===== src/rtl/mem_req_master.sv =====
// Memory-slave requester: command FIFO feeding a one-at-a-time IDLE/REQ/GAP bus FSM.
// Optional MEM_REQ_TIMEOUT_EN aborts a request after TIMEOUT cycles without ready.
module mem_req_master #(
  parameter int WIDTH      = 16,
  parameter int DEPTH      = 32,
  parameter int ADDR_WIDTH = $clog2(DEPTH),
  parameter int FIFO_DEPTH = 4,
  parameter int TIMEOUT    = 15
) (
  input  logic                  clk,
  input  logic                  rst,
  input  logic                  cmd_valid,
  output logic                  cmd_ready,
  input  logic                  cmd_wr_rd,
  input  logic [ADDR_WIDTH-1:0] cmd_addr,
  input  logic [WIDTH-1:0]      cmd_wdata,
  output logic                  wr_rd,
  output logic [ADDR_WIDTH-1:0] addr,
  output logic [WIDTH-1:0]      wdata,
  output logic                  valid,
  input  logic [WIDTH-1:0]      rdata,
  input  logic                  ready,
  output logic                  rsp_valid,
  input  logic                  rsp_ready,
  output logic [WIDTH-1:0]      rsp_rdata,
  output logic                  rsp_err,
  output logic                  busy
);
  localparam int PW  = $clog2(FIFO_DEPTH);
  localparam int CW  = PW + 1;
  localparam int ENT = 1 + ADDR_WIDTH + WIDTH;

  typedef enum logic [1:0] {IDLE, REQ, GAP} state_t;
  state_t state, nxt;

  logic [FIFO_DEPTH-1:0][ENT-1:0] fifo_q;
  logic [PW-1:0] wptr, rptr;
  logic [CW-1:0] count;
  logic          full, empty, push, pop, done, to_hit;
  logic [ENT-1:0] head;

  assign full      = (count == CW'(FIFO_DEPTH));
  assign empty     = (count == '0);
  assign cmd_ready = ~full;
  assign push      = cmd_valid & ~full;
  assign head      = fifo_q[rptr];
  assign busy      = ~empty | (state != IDLE);

  always_ff @(posedge clk) begin
    if (push) fifo_q[wptr] <= {cmd_wr_rd, cmd_addr, cmd_wdata};
  end

  always_ff @(posedge clk or negedge rst) begin
    if (!rst) begin
      wptr  <= '0;
      rptr  <= '0;
      count <= '0;
    end else begin
      if (push) wptr <= wptr + 1'b1;
      if (pop)  rptr <= rptr + 1'b1;
      count <= count + CW'(push) - CW'(pop);
    end
  end

`ifdef MEM_REQ_TIMEOUT_EN
  localparam int TW = ($clog2(TIMEOUT) > 4) ? $clog2(TIMEOUT) : 4;
  logic [TW-1:0] to_cnt;

  assign to_hit = (state == REQ) && !ready && (to_cnt == TW'(TIMEOUT - 1));

  always_ff @(posedge clk or negedge rst) begin
    if (!rst)                                    to_cnt <= '0;
    else if (pop)                                to_cnt <= '0;
    else if (state == REQ && !ready && !to_hit)  to_cnt <= to_cnt + 1'b1;
  end

  always_ff @(posedge clk or negedge rst) begin
    if (!rst)                       rsp_err <= 1'b0;
    else if (done && !wr_rd)        rsp_err <= 1'b0;
    else if (to_hit && !wr_rd)      rsp_err <= 1'b1;
  end
`else
  assign to_hit  = 1'b0;
  assign rsp_err = 1'b0;
`endif

  always_ff @(posedge clk or negedge rst) begin
    if (!rst) state <= IDLE;
    else      state <= nxt;
  end

  // Reads are held back while a response is pending so rsp_rdata never overruns.
  always_comb begin
    nxt  = state;
    pop  = 1'b0;
    done = 1'b0;
    case (state)
      IDLE: if (!empty && (head[ENT-1] || !rsp_valid)) begin
        pop = 1'b1;
        nxt = REQ;
      end
      REQ: begin
        if (ready) begin
          done = 1'b1;
          nxt  = GAP;
        end else if (to_hit) begin
          nxt  = GAP;
        end
      end
      GAP:     nxt = IDLE;
      default: nxt = IDLE;
    endcase
  end

  always_ff @(posedge clk or negedge rst) begin
    if (!rst) begin
      valid <= 1'b0;
      wr_rd <= 1'b0;
      addr  <= '0;
      wdata <= '0;
    end else if (pop) begin
      {wr_rd, addr, wdata} <= head;
      valid                <= 1'b1;
    end else if (done || to_hit) begin
      valid <= 1'b0;
    end
  end

  always_ff @(posedge clk or negedge rst) begin
    if (!rst) begin
      rsp_valid <= 1'b0;
      rsp_rdata <= '0;
    end else if (done && !wr_rd) begin
      rsp_valid <= 1'b1;
      rsp_rdata <= rdata;
    end else if (to_hit && !wr_rd) begin
      rsp_valid <= 1'b1;
      rsp_rdata <= '0;
    end else if (rsp_valid && rsp_ready) begin
      rsp_valid <= 1'b0;
    end
  end
endmodule


===== config.mk =====
export PLATFORM = sky130hd
export DESIGN_NAME = mem_req_master
export DESIGN_NICKNAME = d
export VERILOG_FILES = /design/src/rtl/mem_req_master.sv
export SDC_FILE = /design/constraint.sdc
export NUM_CORES = 1
export LEC_CHECK = 0
export ABC_CLOCK_PERIOD_IN_PS = 7030
export BUFFER_PORTS_ARGS = -buffer_cell sky130_fd_sc_hd__buf_2
export CAP_MARGIN = 20
export CELL_PAD_IN_SITES_DETAIL_PLACEMENT = 1
export CELL_PAD_IN_SITES_GLOBAL_PLACEMENT = 2
export CORE_MARGIN = 4
export CORE_UTILIZATION = 45
export CTS_CLUSTER_DIAMETER = 60
export CTS_CLUSTER_SIZE = 10
export DETAILED_ROUTE_END_ITERATION = 6
export PLACE_DENSITY_LB_ADDON = 0.08
export SLEW_MARGIN = 40
export SYNTH_ARGS = -nofsm -noshare
export SYNTH_HDL_FRONTEND = slang
export SYNTH_SLANG_ARGS = --single-unit

===== constraint.sdc =====
create_clock -name clk -period 7.03 [get_ports clk]
set_input_delay 0.703 -clock clk [delete_from_list [all_inputs] [get_ports clk]]
set_output_delay 0.703 -clock clk [all_outputs]
set_load 0.02 [all_outputs]

==> metrics.txt <==
Clk Latency, worst-skew pair 410 ps; gpl congestion roughly 0.66; WP data required 7370 ps; Detailed Route Iter0 Violations ~130; Routed Antenna Nets 0; first-pass GRT wire length ~16 mm; reg2reg end count[2]$_DFF_PN0_; Reg clk slew, reported paths 50 ps; Setup crit end kind flop; Top Layer Used met4; P_leak between 2 and 3 nW; n_diodes 0; Crit Path Max Fanout 27; wire length per cell slightly below 20 um; hold_buf cts 0; Std-Cell Rows 39; GRT Total Usage 0.1614; CORE AREA between 10,000 and 15,000 um^2; R2R setup slack about 4600 ps; Die Y roughly 120 um; die area 13,510 um^2; worst-path cell chain and3_4, nor3_4, ha_1, inv_1, ha_1, inv_1, fa_1, xnor2_1, xnor2_1; IO Port Bufs 84; final worst-path cycle share 0.3397; fill count around 1,000; layout cells sized above 1 0.5014; clk buf depth 2; final setup violating endpoints 0; Routed WL about 10 mm; final hold violations 0; via count approximately 2,600; outcome complete, no violations; synthesis-to-finish area growth 23.56%; Post-Syn Nets 305; critical path startpoint rptr[0]$_DFFE_PN0P_; most frequent cells in the layout edfxtp_1 (88), buf_2 (84), dfrtp_1 (48); maximum VDD drop about 0.23 mV; Fmax achieved between 400 and 500 MHz; IO Pins 86; Root Buffer clkbuf_16; Mapped Cells 255; Synth Register Bits between 100 and 150; vias in the first global route between 2,000 and 3,000; hold crit path type in2async; final setup margin roughly 4600 ps; RSZ-0062 raised after global routing false; Syn. warnings 0; vias per cell 5.137; TNS Setup 0 ps; # Post-CTS Setup Buffers 0; slew margin rel. 0.5630; post-synth cell types 31; TritonCTS sink count between 100 and 150; DP Worst Slack 4586 ps; leading cell type in the layout, fill and taps excluded edfxtp_1; Syn Area/Cell about 21 um^2; worst slew pin tran approximately 660 ps; placed wire-length estimate around 5.9 mm; drt first pass iters 4; initial core utilization 0.4598; Max Cap Viol 0; grt ovf 0; crit-path max cell delay roughly 770 ps; TritonCTS Buffers 17; crit path kind reg2reg; CP max stage cell dfrtp_4; met2 wire length 4.995 mm; CTS H-tree depth 4; Seq/Total Area, Yosys 0.7337; antenna violations before repair 0; Worst Skew between 5 and 6 ps; Mapped Area between 5000 and 6000 um^2; Worst Reg2Reg Path Length in Cells 9; largest net degree at the start of global routing 50; overall power 3.296 mW; met3 wire length 567 um; Slew Limit Fails 0; Die X roughly 120 um; DRC 0; Pwr Density about 510 nW/um^2; Worst R2R Start rptr[0]$_DFFE_PN0P_; CTS tree done; CP arrival about 2700 ps; Startpoint Class flop; WL met1 between 4 and 5 mm; # resized after CTS 0; final worst path period need ~2400 ps; final-stage net count around 410
[state kept, by name (all words and copies together) (netlist names)]
register	count
wr_rd	1
count	3
fifo_q	88
rsp_valid	1
rptr	2
addr	5
wdata	16
state	2
valid	1
rsp_rdata	16
wptr	2
[cell usage after synthesis]
cell type	n	area, um^2
or4_1	1	7.510
nand3b_1	1	7.510
o22ai_1	1	6.260
mux2_2	21	236.5
nor3_1	1	5.000
ha_1	6	75.07
a21oi_1	1	5.000
nand2b_1	2	12.51
fa_1	1	20.02
mux2i_1	1	10.01
and3_4	1	11.26
clkbuf_1	2	7.510
edfxtp_1	88	2643
dfrtp_1	49	1226
inv_1	8	30.03
nor3_4	2	32.53
and3_1	4	25.02
mux2_4	18	270.3
nand2_1	3	11.26
conb_1	1	3.750
nor2_1	3	11.26
buf_6	2	22.52
nor3b_1	1	7.510
and2_1	1	6.260
xnor2_1	3	26.28
buf_4	4	30.03
a21o_1	1	7.510
buf_2	2	10.01
xor2_1	2	17.52
mux4_2	21	473.0
o21ai_0	3	15.01
[layout make-up]
class                           instances  area [um^2]  area share
Timing Repair Buffer                   92        480.5     0.07375
Sequential cell                       137         3872      0.5944
Inverter                                8        30.03    0.004609
Tap cell                              143        178.9     0.02746
Clock inverter                         13        196.4     0.03015
Clock buffer                           19        452.9     0.06952
Multi-Input combinational cell        100         1304      0.2001
[per-layer routing]
| metal | vias to the layer above | track usage |
|---|---|---|
| met2 | 78 | 0.2601 |
| met4 | 0 | 0.07347 |
| met1 | 1351 | 0.2009 |
| met5 | - | 0 |
| li1 | 1184 | - |
| met3 | 17 | 0.05026 |
[power by group]
| part | internal [mW] | total [mW] | leakage (nW) | switching, mW |
|---|---|---|---|---|
| logic | 0.518 | 1.04 | 0.917 | 0.525 |
| registers | 1.13 | 1.28 | 1.38 | 0.151 |
| clock network | 0.645 | 0.973 | 0.316 | 0.327 |
[worst max-delay path by stage]
stage	endpoint	slack (ps)	depth (start not counted)
final	count[2]$_DFF_PN0_	4640	9
after CTS	count[2]$_DFF_PN0_	4580	9
after detailed placement	count[2]$_DFF_PN0_	4590	9
after global routing	count[2]$_DFF_PN0_	4450	9
after floorplan	count[2]$_DFF_PN0_	4600	12
after global placement	count[2]$_DFF_PN0_	4390	9
[kinds of logic after synthesis]
logic type | count (synthesis) | share of synthesized area
DFF | 137 | 0.7337
adders and majority gates | 7 | 0.01803
and+or+nand+nor | 20 | 0.02610
muxes | 61 | 0.1877
other | 1 | 0.0007112
AOI/OAI and AO/OA | 6 | 0.006407
xor gates and xnor gates | 5 | 0.008307
buffers and inverters | 18 | 0.01899
[critical path, delay by kind of cell, from the launching register on]
kind	cells	cell delay (ps)
XOR/XNOR	2	310
flip-flops	1	770
adder cells (fa/ha/maj)	3	770
AND/OR/NAND/NOR	2	360
buffers and inverters	2	100
[through the flow]
stage          area, um^2  instances  hold slack [ps]  utilization
2_1_floorplan        5273        255            407.4            -
5_1_grt              6515        512            460.6       0.5681
4_1_cts              6515        512            431.7       0.5681
3_5_place_dp         5866        480            441.1       0.5115
3_3_place_gp         5863        480            424.0       0.5113
6_report             6515        512            405.0       0.5681
No activity file was read; power rests on OpenSTA's default activity.
